<file path="src/rtl/pci_uart_pkg.sv">
// Shared constants and state encodings for the PCI read-data to UART return path.
package pci_uart_pkg;

   localparam logic [3:0] PCI_CMD_MEMRD = 4'b0110;
   localparam logic [3:0] PCI_CMD_IORD  = 4'b0010;
   localparam logic [7:0] UART_HDR_BYTE = 8'hA5;

   typedef enum logic [2:0] {
      TX_IDLE  = 3'd0,
      TX_LOAD  = 3'd1,
      TX_START = 3'd2,
      TX_DATA  = 3'd3,
      TX_STOP  = 3'd4
   } tx_state_t;

   typedef enum logic [1:0] {
      SEQ_IDLE = 2'd0,
      SEQ_LOAD = 2'd1,
      SEQ_SEND = 2'd2
   } seq_state_t;

endpackage

</file>
<file path="src/rtl/uart_tx_byte.sv">
// 8N1 byte serializer with a ready/valid byte interface.
// The tx register follows the bit state one clock later, so every bit keeps its full width.
module uart_tx_byte
   import pci_uart_pkg::*;
#(
   parameter int CLKS_PER_BIT = 217
) (
   input  logic       clk,
   input  logic       rst_,
   input  logic       valid,
   input  logic [7:0] data,
   output logic       ready,
   output logic       done,
   output logic       tx
);

   localparam logic [15:0] CNT_LAST = 16'(CLKS_PER_BIT - 1);

   tx_state_t   st_r;
   tx_state_t   st_nxt_s;
   logic [15:0] cnt_r;
   logic [2:0]  bit_r;
   logic [7:0]  shreg_r;
   logic        tx_r;
   logic        bit_end_s;

   // Next-state decode for the bit-level FSM.
   always_comb begin
      st_nxt_s  = st_r;
      bit_end_s = (cnt_r == CNT_LAST);
      case (st_r)
         TX_IDLE: begin
            if (valid) st_nxt_s = TX_START;
            else       st_nxt_s = TX_IDLE;
         end
         TX_START: begin
            if (bit_end_s) st_nxt_s = TX_DATA;
            else           st_nxt_s = TX_START;
         end
         TX_DATA: begin
            if (bit_end_s && (bit_r == 3'd7)) st_nxt_s = TX_STOP;
            else                              st_nxt_s = TX_DATA;
         end
         TX_STOP: begin
            if (bit_end_s) st_nxt_s = TX_IDLE;
            else           st_nxt_s = TX_STOP;
         end
         default: st_nxt_s = TX_IDLE;
      endcase
   end

   // State, baud counter, bit index, shifter and line register.
   always_ff @(posedge clk or negedge rst_) begin
      if (!rst_) begin
         st_r    <= TX_IDLE;
         cnt_r   <= 16'd0;
         bit_r   <= 3'd0;
         shreg_r <= 8'h00;
         tx_r    <= 1'b1;
      end else begin
         st_r <= st_nxt_s;
         if ((st_r == TX_IDLE) || bit_end_s) cnt_r <= 16'd0;
         else                                cnt_r <= cnt_r + 16'd1;
         if (st_r != TX_DATA)  bit_r <= 3'd0;
         else if (bit_end_s)   bit_r <= bit_r + 3'd1;
         if ((st_r == TX_IDLE) && valid)            shreg_r <= data;
         else if ((st_r == TX_DATA) && bit_end_s)   shreg_r <= {1'b0, shreg_r[7:1]};
         case (st_r)
            TX_START: tx_r <= 1'b0;
            TX_DATA:  tx_r <= shreg_r[0];
            default:  tx_r <= 1'b1;
         endcase
      end
   end

   assign ready = (st_r == TX_IDLE);
   assign done  = (st_r == TX_STOP) && bit_end_s;
   assign tx    = tx_r;

endmodule

</file>
<file path="src/rtl/pci_uart_resp.sv">
// PCI read-data snooper, word FIFO and byte sequencer feeding an 8N1 UART transmitter.
// Build option PCI_UART_HDR_EN prefixes every word with a header byte (5 bytes per word).
module pci_uart_resp
   import pci_uart_pkg::*;
#(
   parameter int CLKS_PER_BIT = 217,
   parameter int FIFO_AW      = 2
) (
   input  logic        clk,
   input  logic        rst_,
   input  logic        frame_,
   input  logic        irdy_,
   input  logic        trdy_,
   input  logic        devsel_,
   input  logic [31:0] ad_bus,
   input  logic [3:0]  cbe,
   output logic        txOUT,
   output logic        txBusyOUT,
   output logic        ovfOUT
);

   localparam int               DEPTH    = 1 << FIFO_AW;
   localparam logic [FIFO_AW:0] CNT_ZERO = (FIFO_AW + 1)'(0);
   localparam logic [FIFO_AW:0] CNT_ONE  = (FIFO_AW + 1)'(1);
   localparam logic [FIFO_AW:0] CNT_FULL = (FIFO_AW + 1)'(DEPTH);
   localparam logic [FIFO_AW-1:0] PTR_ONE = FIFO_AW'(1);
`ifdef PCI_UART_HDR_EN
   localparam logic [2:0] LAST_IDX = 3'd4;
`else
   localparam logic [2:0] LAST_IDX = 3'd3;
`endif

   logic                frame_d_r;
   logic                phase_act_r;
   logic [3:0]          cmd_r;
   logic                rd_act_s;
   logic                push_req_s;
   logic                push_s;
   logic                pop_s;
   logic                full_s;
   logic                drop_s;
   logic [31:0]         mem_r [DEPTH];
   logic [FIFO_AW-1:0]  wr_ptr_r;
   logic [FIFO_AW-1:0]  rd_ptr_r;
   logic [FIFO_AW:0]    cnt_r;
   logic [FIFO_AW:0]    cnt_nxt_s;
   seq_state_t          seq_r;
   seq_state_t          seq_nxt_s;
   logic [2:0]          idx_r;
   logic [31:0]         hold_r;
   logic [7:0]          byte_s;
   logic                byte_valid_s;
   logic                byte_ready_s;
   logic                byte_done_s;
   logic                busy_r;
   logic                ovf_r;

   // Transaction tracker: latch the command on the FRAME# falling edge.
   always_ff @(posedge clk or negedge rst_) begin
      if (!rst_) begin
         frame_d_r   <= 1'b1;
         phase_act_r <= 1'b0;
         cmd_r       <= 4'h0;
      end else begin
         frame_d_r <= frame_;
         if (frame_d_r && !frame_) begin
            cmd_r       <= cbe;
            phase_act_r <= 1'b1;
         end else if (frame_ && irdy_) begin
            phase_act_r <= 1'b0;
         end
      end
   end

   // Capture qualification and FIFO bookkeeping; a simultaneous pop frees room for the push.
   always_comb begin
      rd_act_s   = phase_act_r && ((cmd_r == PCI_CMD_MEMRD) || (cmd_r == PCI_CMD_IORD));
      push_req_s = rd_act_s && !irdy_ && !trdy_ && !devsel_;
      pop_s      = (seq_r == SEQ_IDLE) && (cnt_r != CNT_ZERO);
      full_s     = (cnt_r == CNT_FULL);
      push_s     = push_req_s && (!full_s || pop_s);
      drop_s     = push_req_s && full_s && !pop_s;
      case ({push_s, pop_s})
         2'b10:   cnt_nxt_s = cnt_r + CNT_ONE;
         2'b01:   cnt_nxt_s = cnt_r - CNT_ONE;
         default: cnt_nxt_s = cnt_r;
      endcase
   end

   // Word FIFO storage and pointers.
   always_ff @(posedge clk or negedge rst_) begin
      if (!rst_) begin
         for (int i = 0; i < DEPTH; i++) mem_r[i] <= 32'h0;
         wr_ptr_r <= '0;
         rd_ptr_r <= '0;
         cnt_r    <= CNT_ZERO;
      end else begin
         if (push_s) begin
            mem_r[wr_ptr_r] <= ad_bus;
            wr_ptr_r        <= wr_ptr_r + PTR_ONE;
         end
         if (pop_s) rd_ptr_r <= rd_ptr_r + PTR_ONE;
         cnt_r <= cnt_nxt_s;
      end
   end

   // Byte sequencer next-state decode.
   always_comb begin
      seq_nxt_s    = seq_r;
      byte_valid_s = 1'b0;
      case (seq_r)
         SEQ_IDLE: begin
            if (cnt_r != CNT_ZERO) seq_nxt_s = SEQ_LOAD;
            else                   seq_nxt_s = SEQ_IDLE;
         end
         SEQ_LOAD: begin
            byte_valid_s = 1'b1;
            if (byte_ready_s) seq_nxt_s = SEQ_SEND;
            else              seq_nxt_s = SEQ_LOAD;
         end
         SEQ_SEND: begin
            if (byte_done_s) begin
               if (idx_r == LAST_IDX) seq_nxt_s = SEQ_IDLE;
               else                   seq_nxt_s = SEQ_LOAD;
            end else begin
               seq_nxt_s = SEQ_SEND;
            end
         end
         default: seq_nxt_s = SEQ_IDLE;
      endcase
   end

   // Byte selection from the holding register.
   always_comb begin
      byte_s = 8'h00;
      case (idx_r)
`ifdef PCI_UART_HDR_EN
         3'd0:    byte_s = UART_HDR_BYTE;
         3'd1:    byte_s = hold_r[7:0];
         3'd2:    byte_s = hold_r[15:8];
         3'd3:    byte_s = hold_r[23:16];
         3'd4:    byte_s = hold_r[31:24];
`else
         3'd0:    byte_s = hold_r[7:0];
         3'd1:    byte_s = hold_r[15:8];
         3'd2:    byte_s = hold_r[23:16];
         3'd3:    byte_s = hold_r[31:24];
`endif
         default: byte_s = 8'h00;
      endcase
   end

   // Sequencer state, holding register, byte index and status outputs.
   always_ff @(posedge clk or negedge rst_) begin
      if (!rst_) begin
         seq_r  <= SEQ_IDLE;
         idx_r  <= 3'd0;
         hold_r <= 32'h0;
         busy_r <= 1'b0;
         ovf_r  <= 1'b0;
      end else begin
         seq_r <= seq_nxt_s;
         if (pop_s) begin
            hold_r <= mem_r[rd_ptr_r];
            idx_r  <= 3'd0;
         end else if ((seq_r == SEQ_SEND) && byte_done_s && (idx_r != LAST_IDX)) begin
            idx_r <= idx_r + 3'd1;
         end
         busy_r <= (cnt_nxt_s != CNT_ZERO) || (seq_nxt_s != SEQ_IDLE);
         ovf_r  <= ovf_r || drop_s;
      end
   end

   uart_tx_byte #(
      .CLKS_PER_BIT(CLKS_PER_BIT)
   ) u_tx (
      .clk   (clk),
      .rst_  (rst_),
      .valid (byte_valid_s),
      .data  (byte_s),
      .ready (byte_ready_s),
      .done  (byte_done_s),
      .tx    (txOUT)
   );

   assign txBusyOUT = busy_r;
   assign ovfOUT    = ovf_r;

endmodule

</file>
<file path="config.mk">
export PLATFORM = sky130hd
export DESIGN_NAME = pci_uart_resp
export DESIGN_NICKNAME = d
export VERILOG_FILES = /design/src/rtl/pci_uart_pkg.sv /design/src/rtl/uart_tx_byte.sv /design/src/rtl/pci_uart_resp.sv
export SDC_FILE = /design/constraint.sdc
export NUM_CORES = 1
export LEC_CHECK = 0
export BUFFER_PORTS_ARGS = -buffer_cell sky130_fd_sc_hd__buf_2
export CORE_MARGIN = 2
export CORE_UTILIZATION = 30
export CTS_CLUSTER_SIZE = 24
export DETAILED_ROUTE_END_ITERATION = 8
export PLACE_DENSITY = 0.55
export SYNTH_ARGS = -nofsm -noshare
export SYNTH_HDL_FRONTEND = slang
export SYNTH_SLANG_ARGS = --single-unit
</file>
<file path="constraint.sdc">
create_clock -name clk -period 6 [get_ports clk]
set_input_delay 0.9 -clock clk [delete_from_list [all_inputs] [get_ports clk]]
set_output_delay 0.9 -clock clk [all_outputs]
set_load 0.02 [all_outputs]
</file>
==> results of run 1 <==
power groups by stage:
stage / Clock, mW / Combinational, mW / Sequential [mW]
2_1_floorplan: 0 / 0.691 / 1.78
3_3_place_gp: 0 / 0.839 / 1.87
3_5_place_dp: 0 / 0.851 / 1.87
4_1_cts: 1.40 / 0.853 / 1.85
5_1_grt: 1.46 / 0.927 / 1.89
6_report: 1.36 / 0.837 / 1.85
layout by cell type (no fill, tap or decap), types with 2 or more instances in the layout:
cell | synthesis | final
dfrtp_1 | 208 | 207
mux2_2 | 157 | 157
buf_2 | 2 | 42
mux4_2 | 32 | 32
nor2_1 | 26 | 25
clkbuf_16 | 0 | 23
nand2_1 | 21 | 21
xnor2_1 | 16 | 16
nand3_1 | 15 | 15
inv_1 | 14 | 14
ha_1 | 14 | 14
o21ai_0 | 13 | 13
clkbuf_1 | 17 | 9
nor3_1 | 8 | 8
o31ai_1 | 8 | 8
mux2_4 | 8 | 8
a222oi_1 | 8 | 8
clkbuf_8 | 0 | 8
a2bb2oi_1 | 7 | 7
a21oi_1 | 6 | 6
nor4_1 | 4 | 4
nand4_1 | 4 | 4
xor2_1 | 4 | 4
nand3_4 | 4 | 4
or3_1 | 3 | 3
nor2b_1 | 3 | 3
or3b_2 | 2 | 2
a41o_1 | 2 | 2
or2_2 | 2 | 2
o2bb2ai_1 | 2 | 2
nor3b_1 | 2 | 2
mux2i_1 | 2 | 2
dfstp_2 | 2 | 2
buf_4 | 0 | 2
logic make-up (layout without fill, tap and decap cells):
family          Yosys count  after routing  share of synthesized area (%)
buf+inv                  48            101                           2.88
mux                     199            199                           27.7
fa+ha+maj                15             15                           2.06
flops                   210            210                           55.5
simple gates            102            102                           5.97
xor+xnor                 20             20                           1.85
compound gates           50             50                           4.01
cell usage after synthesis (all sizes together) (14+ instances only):
cell type and count:
dfrtp 208, mux2 165, mux4 32, nor2 26, nand2 21, nand3 19, buf 17, clkbuf 17
xnor2 16, ha 14, inv 14, o21ai 14
stage by stage:
stage               setup WS (ns)  area, µm²
finish                       2.78      10800
global route                 2.60      10800
CTS                          2.80      10800
detailed placement           2.27      10000
global placement             2.28      10000
floorplan                    2.55       9480
sequential cells by signal (all words and copies together) (netlist names):
| register | cells |
|---|---|
| mem_r | 128 |
| hold_r | 32 |
| u_tx.cnt_r | 16 |
| u_tx.shreg_r | 8 |
| cmd_r | 3 |
| cnt_r | 3 |
| idx_r | 3 |
| u_tx.bit_r | 3 |
| u_tx.st_r | 3 |
| rd_ptr_r | 2 |
| seq_r | 2 |
| wr_ptr_r | 2 |
| frame_d_r | 1 |
| ovfOUT | 1 |
| phase_act_r | 1 |
| txBusyOUT | 1 |
| u_tx.tx | 1 |
metal layers:
layer / share of wire, % / track usage (%) / vias to the layer above
li1: - / - / 2438
met1: 47 / 16.7 / 2731
met2: 48 / 19.1 / 74
met3: 2.9 / 1.89 / 28
met4: 2.2 / 3.02 / 0
met5: 0 / 0 / -
how the worst max path moves through the flow:
| stage | start | endpoint | slack [ns] | depth (start not counted) |
|---|---|---|---|---|
| final | irdy_ | txBusyOUT$_DFF_PN0_ | 2.78 | 10 |
| after global routing | irdy_ | txBusyOUT$_DFF_PN0_ | 2.60 | 10 |
| after CTS | irdy_ | txBusyOUT$_DFF_PN0_ | 2.80 | 10 |
| after detailed placement | irdy_ | txBusyOUT$_DFF_PN0_ | 2.27 | 10 |
| after global placement | irdy_ | txBusyOUT$_DFF_PN0_ | 2.28 | 10 |
| after floorplan | irdy_ | txBusyOUT$_DFF_PN0_ | 2.55 | 9 |
final cells by class:
| cell class | instances | area, µm² | area share [%] |
|---|---|---|---|
| clock buffers | 39 | 706 | 6.56 |
| clock inverters | 2 | 25.0 | 0.233 |
| repair buffers | 46 | 259 | 2.41 |
| inverters | 14 | 52.6 | 0.489 |
| multi-input cells | 386 | 3950 | 36.7 |
| flip-flops and latches | 210 | 5260 | 48.9 |
| well taps | 402 | 503 | 4.68 |
==> summary.md, run 1 <==
| Metric | Value |
|---|---|
| Drt initial violations | `334` |
| EDFF count, synth | `0` |
| Synth top area cells | `dfrtp_1 (55%), mux2_2 (19%), mux4_2 (7.6%)` |
| Switching share of power | `between 20 and 30%` |
| Setup slack, reg-to-reg | `~2.9 ns` |
| Max Cap Viol | `0` |
| CTS Buf Count | `23` |
| Crit-path slowest cell | `a311oi_4` |
| RSZ-0062 raised after global routing | `false` |
| Total wire length | `18900 µm` |
| CP Capture Type | `flop` |
| Slew Viols, Final | `0` |
| Int Power | `2.89 mW` |
| Pwr dens | `about 380 mW/mm²` |
| Yosys reg bits | `210` |
| Routed wire per std cell | `around 17 µm` |
| Critical R2R Capture | `txBusyOUT$_DFF_PN0_` |
| Final non-filler cell total | `~1.1k` |
| Worst-path clk slew | `around 0.060 ns` |
| Max IR drop VDD | `approximately 0.18 mV` |
| DRC viols | `0` |
| Routability cong. | `around 0.73` |
| Yosys warns | `0` |
| First-pass GRT wire length | `around 31000 µm` |
| Initial Util | `between 30% and 40%` |
| Clock Tree Root | `clkbuf_16` |
| Synthesized instance count | `644` |
| # resized after CTS | `0` |
| Die Wd | `182 µm` |
| Layout cells sized above 1 | `slightly above 40%` |
| Largest net degree at the start of global routing | `115` |
| Fin crit share | `53.7%` |
| Tot GR Track Use | `11.8%` |
| Top delay family on crit path | `simple AND/OR/NAND/NOR gates` |
| Reg2Reg Depth | `9` |
| Syn nets | `701` |
| Util after Layout | `34.4%` |
| Seq/Total Area, Yosys | `approximately 55%` |
| CP Max Fanout | `5` |
| CP Data Required Time | `6.37 ns` |
| DPL Wire Length | `11600 µm` |
| Core area | `between 0.03 and 0.04 mm²` |
| Post-detailed-route count of antenna-violating nets | `0` |
| Drt pass-1 iters | `6` |
| Top FF cell, synth | `dfrtp_1` |
| Worst slew pin tran | `1.06 ns` |
| CTS tree | `yes` |
| Std cell rows | `65` |
| Reg-to-reg critical path startpoint | `cmd_r[3]$_DFFE_PN0P_` |
| Worst Skew | `roughly 0.020 ns` |
| Critical path launch point type | `primary input` |
| PnR Total Power | `around 4.0 mW` |
| Cell variety after synth | `46` |
| Crit Path Category | `primary input to flop` |
| Final-report setup violation count | `0` |
| Sw power | `~1.2 mW` |
| Final min period | `3.22 ns` |
| GR Overflow Total | `0` |
| CP Cell Sequence | `buf_2, or4b_4, a311oi_4, nand2_1, ha_1, fa_1, xnor2_1, nor2_1, xor2_1, nand4b_1` |
| Arr. time, crit path | `3.59 ns` |
| Filler cells | `2994` |
| Nets | `738` |
| Comb power frac | `~21%` |
| Vias in the first global route | `5660` |
| Async set or reset register ratio after synthesis | `100%` |
| Die Height | `about 180 µm` |
| Clk buf depth | `3` |
| Mapped Area | `around 0.0095 mm²` |
| Total vias in the final route | `~5.3k` |
| Status | `finished clean` |
| I/O Pins | `45` |
| Max Clk Rate | `311 MHz` |
| Hold-fix buffers, CTS | `0` |
| Number of antenna diodes | `0` |
| Sequential share of power | `45.7%` |
| Worst hold slack | `0.447 ns` |
| Total negative slack | `0 ns` |
| Leak pwr | `about 5 nW` |
| Slew HR | `between 20% and 30%` |
| Setup bufs post-CTS | `0` |
| Port bufs | `43` |
| Antenna violations before repair | `0` |
| Vias/cell | `~4.8` |
| Hold WC Path Type | `primary input to async pin` |
| Clock net sink count | `210` |
| Max stage delay on crit path | `roughly 0.56 ns` |
| Final Hold Viols | `0` |
| Synth area leader | `dfrtp_1` |
| Cell count after placement | `1058` |
| Clk pwr share | `about a third` |
| Top-area cell type share of the netlist area | `54.9%` |
| Die footprint | `0.0330 mm²` |
| Syn-to-layout area delta | `13.5%` |
| Skew-Pair Late Insertion Delay | `approximately 0.52 ns` |
| Avg Cell Area, Syn | `approximately 15 µm²` |
| Buf+Inv Stages, Crit Path | `1` |
| Htree depth | `1` |
No activity file was read; power rests on OpenSTA's default activity.
==> inputs of run 2 (changes only) <==
Clock period 6 ns to 3 ns, I/O delays scaled along.
==> run 2 against run 1 <==
Global-route usage hardly changed. Combinational power is 110% higher. Worst setup slack worse by 2.5 ns. Final cell count is 1.2% higher. Non-clock buffer count is 12 higher. Cell area is 1.7% higher. Critical path depth is 1 lower. Power is 100% higher. Wire length is 0.91% higher. First-iteration DRC count is 9.0% lower. Utilization is 0.58 points higher. Critical path type is now flop to flop. Largest power group unchanged. Highest routed layer unchanged.
==> summary.md, run 2 (same netlist as run 1, synthesis figures left out) <==
| Metric | Value |
|---|---|
| Arr. time, crit path | `3.05 ns` |
| Clock Tree Root | `clkbuf_16` |
| Antenna violations before repair | `0` |
| Final-report setup violation count | `0` |
| Die Height | `approximately 180 µm` |
| Tot GR Track Use | `11.9%` |
| Final worst-path setup slack | `0.328 ns` |
| Hold path start | `frame_` |
| Setup slack, reg-to-reg | `0.33 ns` |
| Max reg flops | `between 100 and 150` |
| Biggest registers after layout | `mem_r: 128 flops, hold_r: 32 flops, u_tx.cnt_r: 16 flops` |
| Worst-path clk slew | `0.06 ns` |
| Max Cap Viol | `0` |
| CTS Buf Count | `25` |
| Worst slew pin tran | `approximately 0.66 ns` |
| Pwr dens | `750 mW/mm²` |
| Die footprint | `~0.033 mm²` |
| Slew Viols, Final | `0` |
| Commonest cells after routing, fill and taps aside | `dfrtp_1 (207), mux2_2 (157), buf_2 (42)` |
| Port bufs | `43` |
| Worst Skew | `0.0160 ns` |
| Max stage delay on crit path | `approximately 0.55 ns` |
| I/O Pins | `45` |
| Filler cells | `between 3k and 4k` |
| Max Clk Rate | `~370 MHz` |
| Crit Path Category | `flop to flop` |
| CP Data Required Time | `between 3 and 4 ns` |
| Initial Util | `30.3%` |
| RSZ-0062 raised after global routing | `false` |
| Reg2Reg Depth | `9` |
| Skew-Pair Late Insertion Delay | `0.51 ns` |
| GR Overflow Total | `0` |
| Std cell rows | `65` |
| Core area | `between 0.03 and 0.04 mm²` |
| Drt pass-1 iters | `5` |
| CP Capture Type | `flop` |
| Routed wire per std cell | `~17 µm` |
| Final Hold Viols | `0` |
| Max IR drop VDD | `~0.43 mV` |
| CTS tree | `yes` |
| Vias in the first global route | `~5.7k` |
| Die Wd | `182 µm` |
| Leak pwr | `about 5 nW` |
| Crit-path slowest cell | `or4b_4` |
| Status | `finished clean` |
| Commonest non-fill, non-tap cell in the layout | `dfrtp_1` |
| Total vias in the final route | `5331` |
| Syn-to-layout area delta | `15.4%` |
| Largest net degree at the start of global routing | `slightly below 90` |
| First-pass GRT wire length | `~31000 µm` |
| Hold WC Path Type | `primary input to flop` |
| Vias/cell | `between 4 and 5` |
| Worst hold slack | `between 0.05 and 0.06 ns` |
| Slew HR | `56.2%` |
| WHS Endpoint | `frame_d_r$_DFF_PN1_` |
| CP Cell Sequence | `or4b_4, a311oi_4, nand2_1, ha_1, fa_1, xnor2_1, nor2_1, xor2_1, nand4b_1` |
| Final min period | `between 2 and 3 ns` |
| Drt initial violations | `between 300 and 400` |
| Clock net sink count | `210` |
| Critical path launch point type | `flop` |
| Finished Cell Area | `between 0.01 and 0.015 mm²` |
| Routability cong. | `roughly 0.74` |
| Nets | `roughly 750` |
| DPL Wire Length | `11800 µm` |
| PnR Total Power | `8.21 mW` |
| DRC viols | `0` |
| Util after Layout | `about a third` |
| Hold Path Depth | `1` |
| Htree depth | `1` |
| Layout cells sized above 1 | `43.0%` |
| Cell count after placement | `between 1k and 1.5k` |
| Reg-to-reg critical path startpoint | `cmd_r[3]$_DFFE_PN0P_` |
| CP Max Fanout | `3` |
| Total negative slack | `0 ns` |
| Fin crit share | `between 80% and 90%` |
| Pre-CTS setup slack | `0.144 ns` |
| Clk buf depth | `3` |
| Number of antenna diodes | `0` |
| Area post-placement | `0.0102 mm²` |
| Total wire length | `approximately 19000 µm` |
| Final non-filler cell total | `1112` |
| Most flops, register | `mem_r` |
| Post-detailed-route count of antenna-violating nets | `0` |
| Critical R2R Capture | `txBusyOUT$_DFF_PN0_` |
[run 2: routing by layer]
metal / track usage [%] / vias to the layer above / routed length [µm]
met2: 19.9 / 81 / 9260
met5: 0 / - / 0
met1: 16.0 / 2745 / 8740
met3: 1.95 / 29 / 680
li1: - / 2476 / -
met4: 3.02 / 0 / 351
[run 2: worst max path at each step]
| stage | cells after the start | end | from |
|---|---|---|---|
| floorplan | 9 | txBusyOUT$_DFF_PN0_ | irdy_ |
| global placement | 10 | txBusyOUT$_DFF_PN0_ | irdy_ |
| detailed placement | 10 | txBusyOUT$_DFF_PN0_ | irdy_ |
| CTS | 9 | txBusyOUT$_DFF_PN0_ | cmd_r[3]$_DFFE_PN0P_ |
| global route | 9 | txBusyOUT$_DFF_PN0_ | cmd_r[3]$_DFFE_PN0P_ |
| finish | 9 | txBusyOUT$_DFF_PN0_ | cmd_r[3]$_DFFE_PN0P_ |
[run 2: worst max-delay path, delay by kind of cell, from the launching register on]
family / cells / cell delay [ns]
AOI/OAI and AO/OA: 1 / 0.23
DFF: 1 / 0.38
adders and majority gates: 2 / 0.65
and+or+nand+nor: 4 / 0.97
xor gates and xnor gates: 2 / 0.30
[run 2: final cells by class]
cell class | count | area, µm² | area share (%)
well taps | 402 | 503 | 4.60
flip-flops and latches | 210 | 5260 | 48.1
repair buffers | 58 | 414 | 3.79
clock inverters | 7 | 43.8 | 0.400
clock buffers | 35 | 713 | 6.52
multi-input cells | 386 | 3950 | 36.1
inverters | 14 | 52.6 | 0.480
[run 2: timing repair]
action | 4_1_cts | 5_1_grt
endpoints found under the hold margin | 38 | 0
hold buffers | 1 | 0
gates resized for setup | 0 | 0
buffers inserted | 0 | 0
[run 2: power breakdown]
| part | internal, mW | switching (mW) | total [mW] |
|---|---|---|---|
| Sequential | 3.30 | 0.389 | 3.68 |
| Clock | 1.64 | 1.14 | 2.79 |
| Combinational | 0.931 | 0.806 | 1.74 |
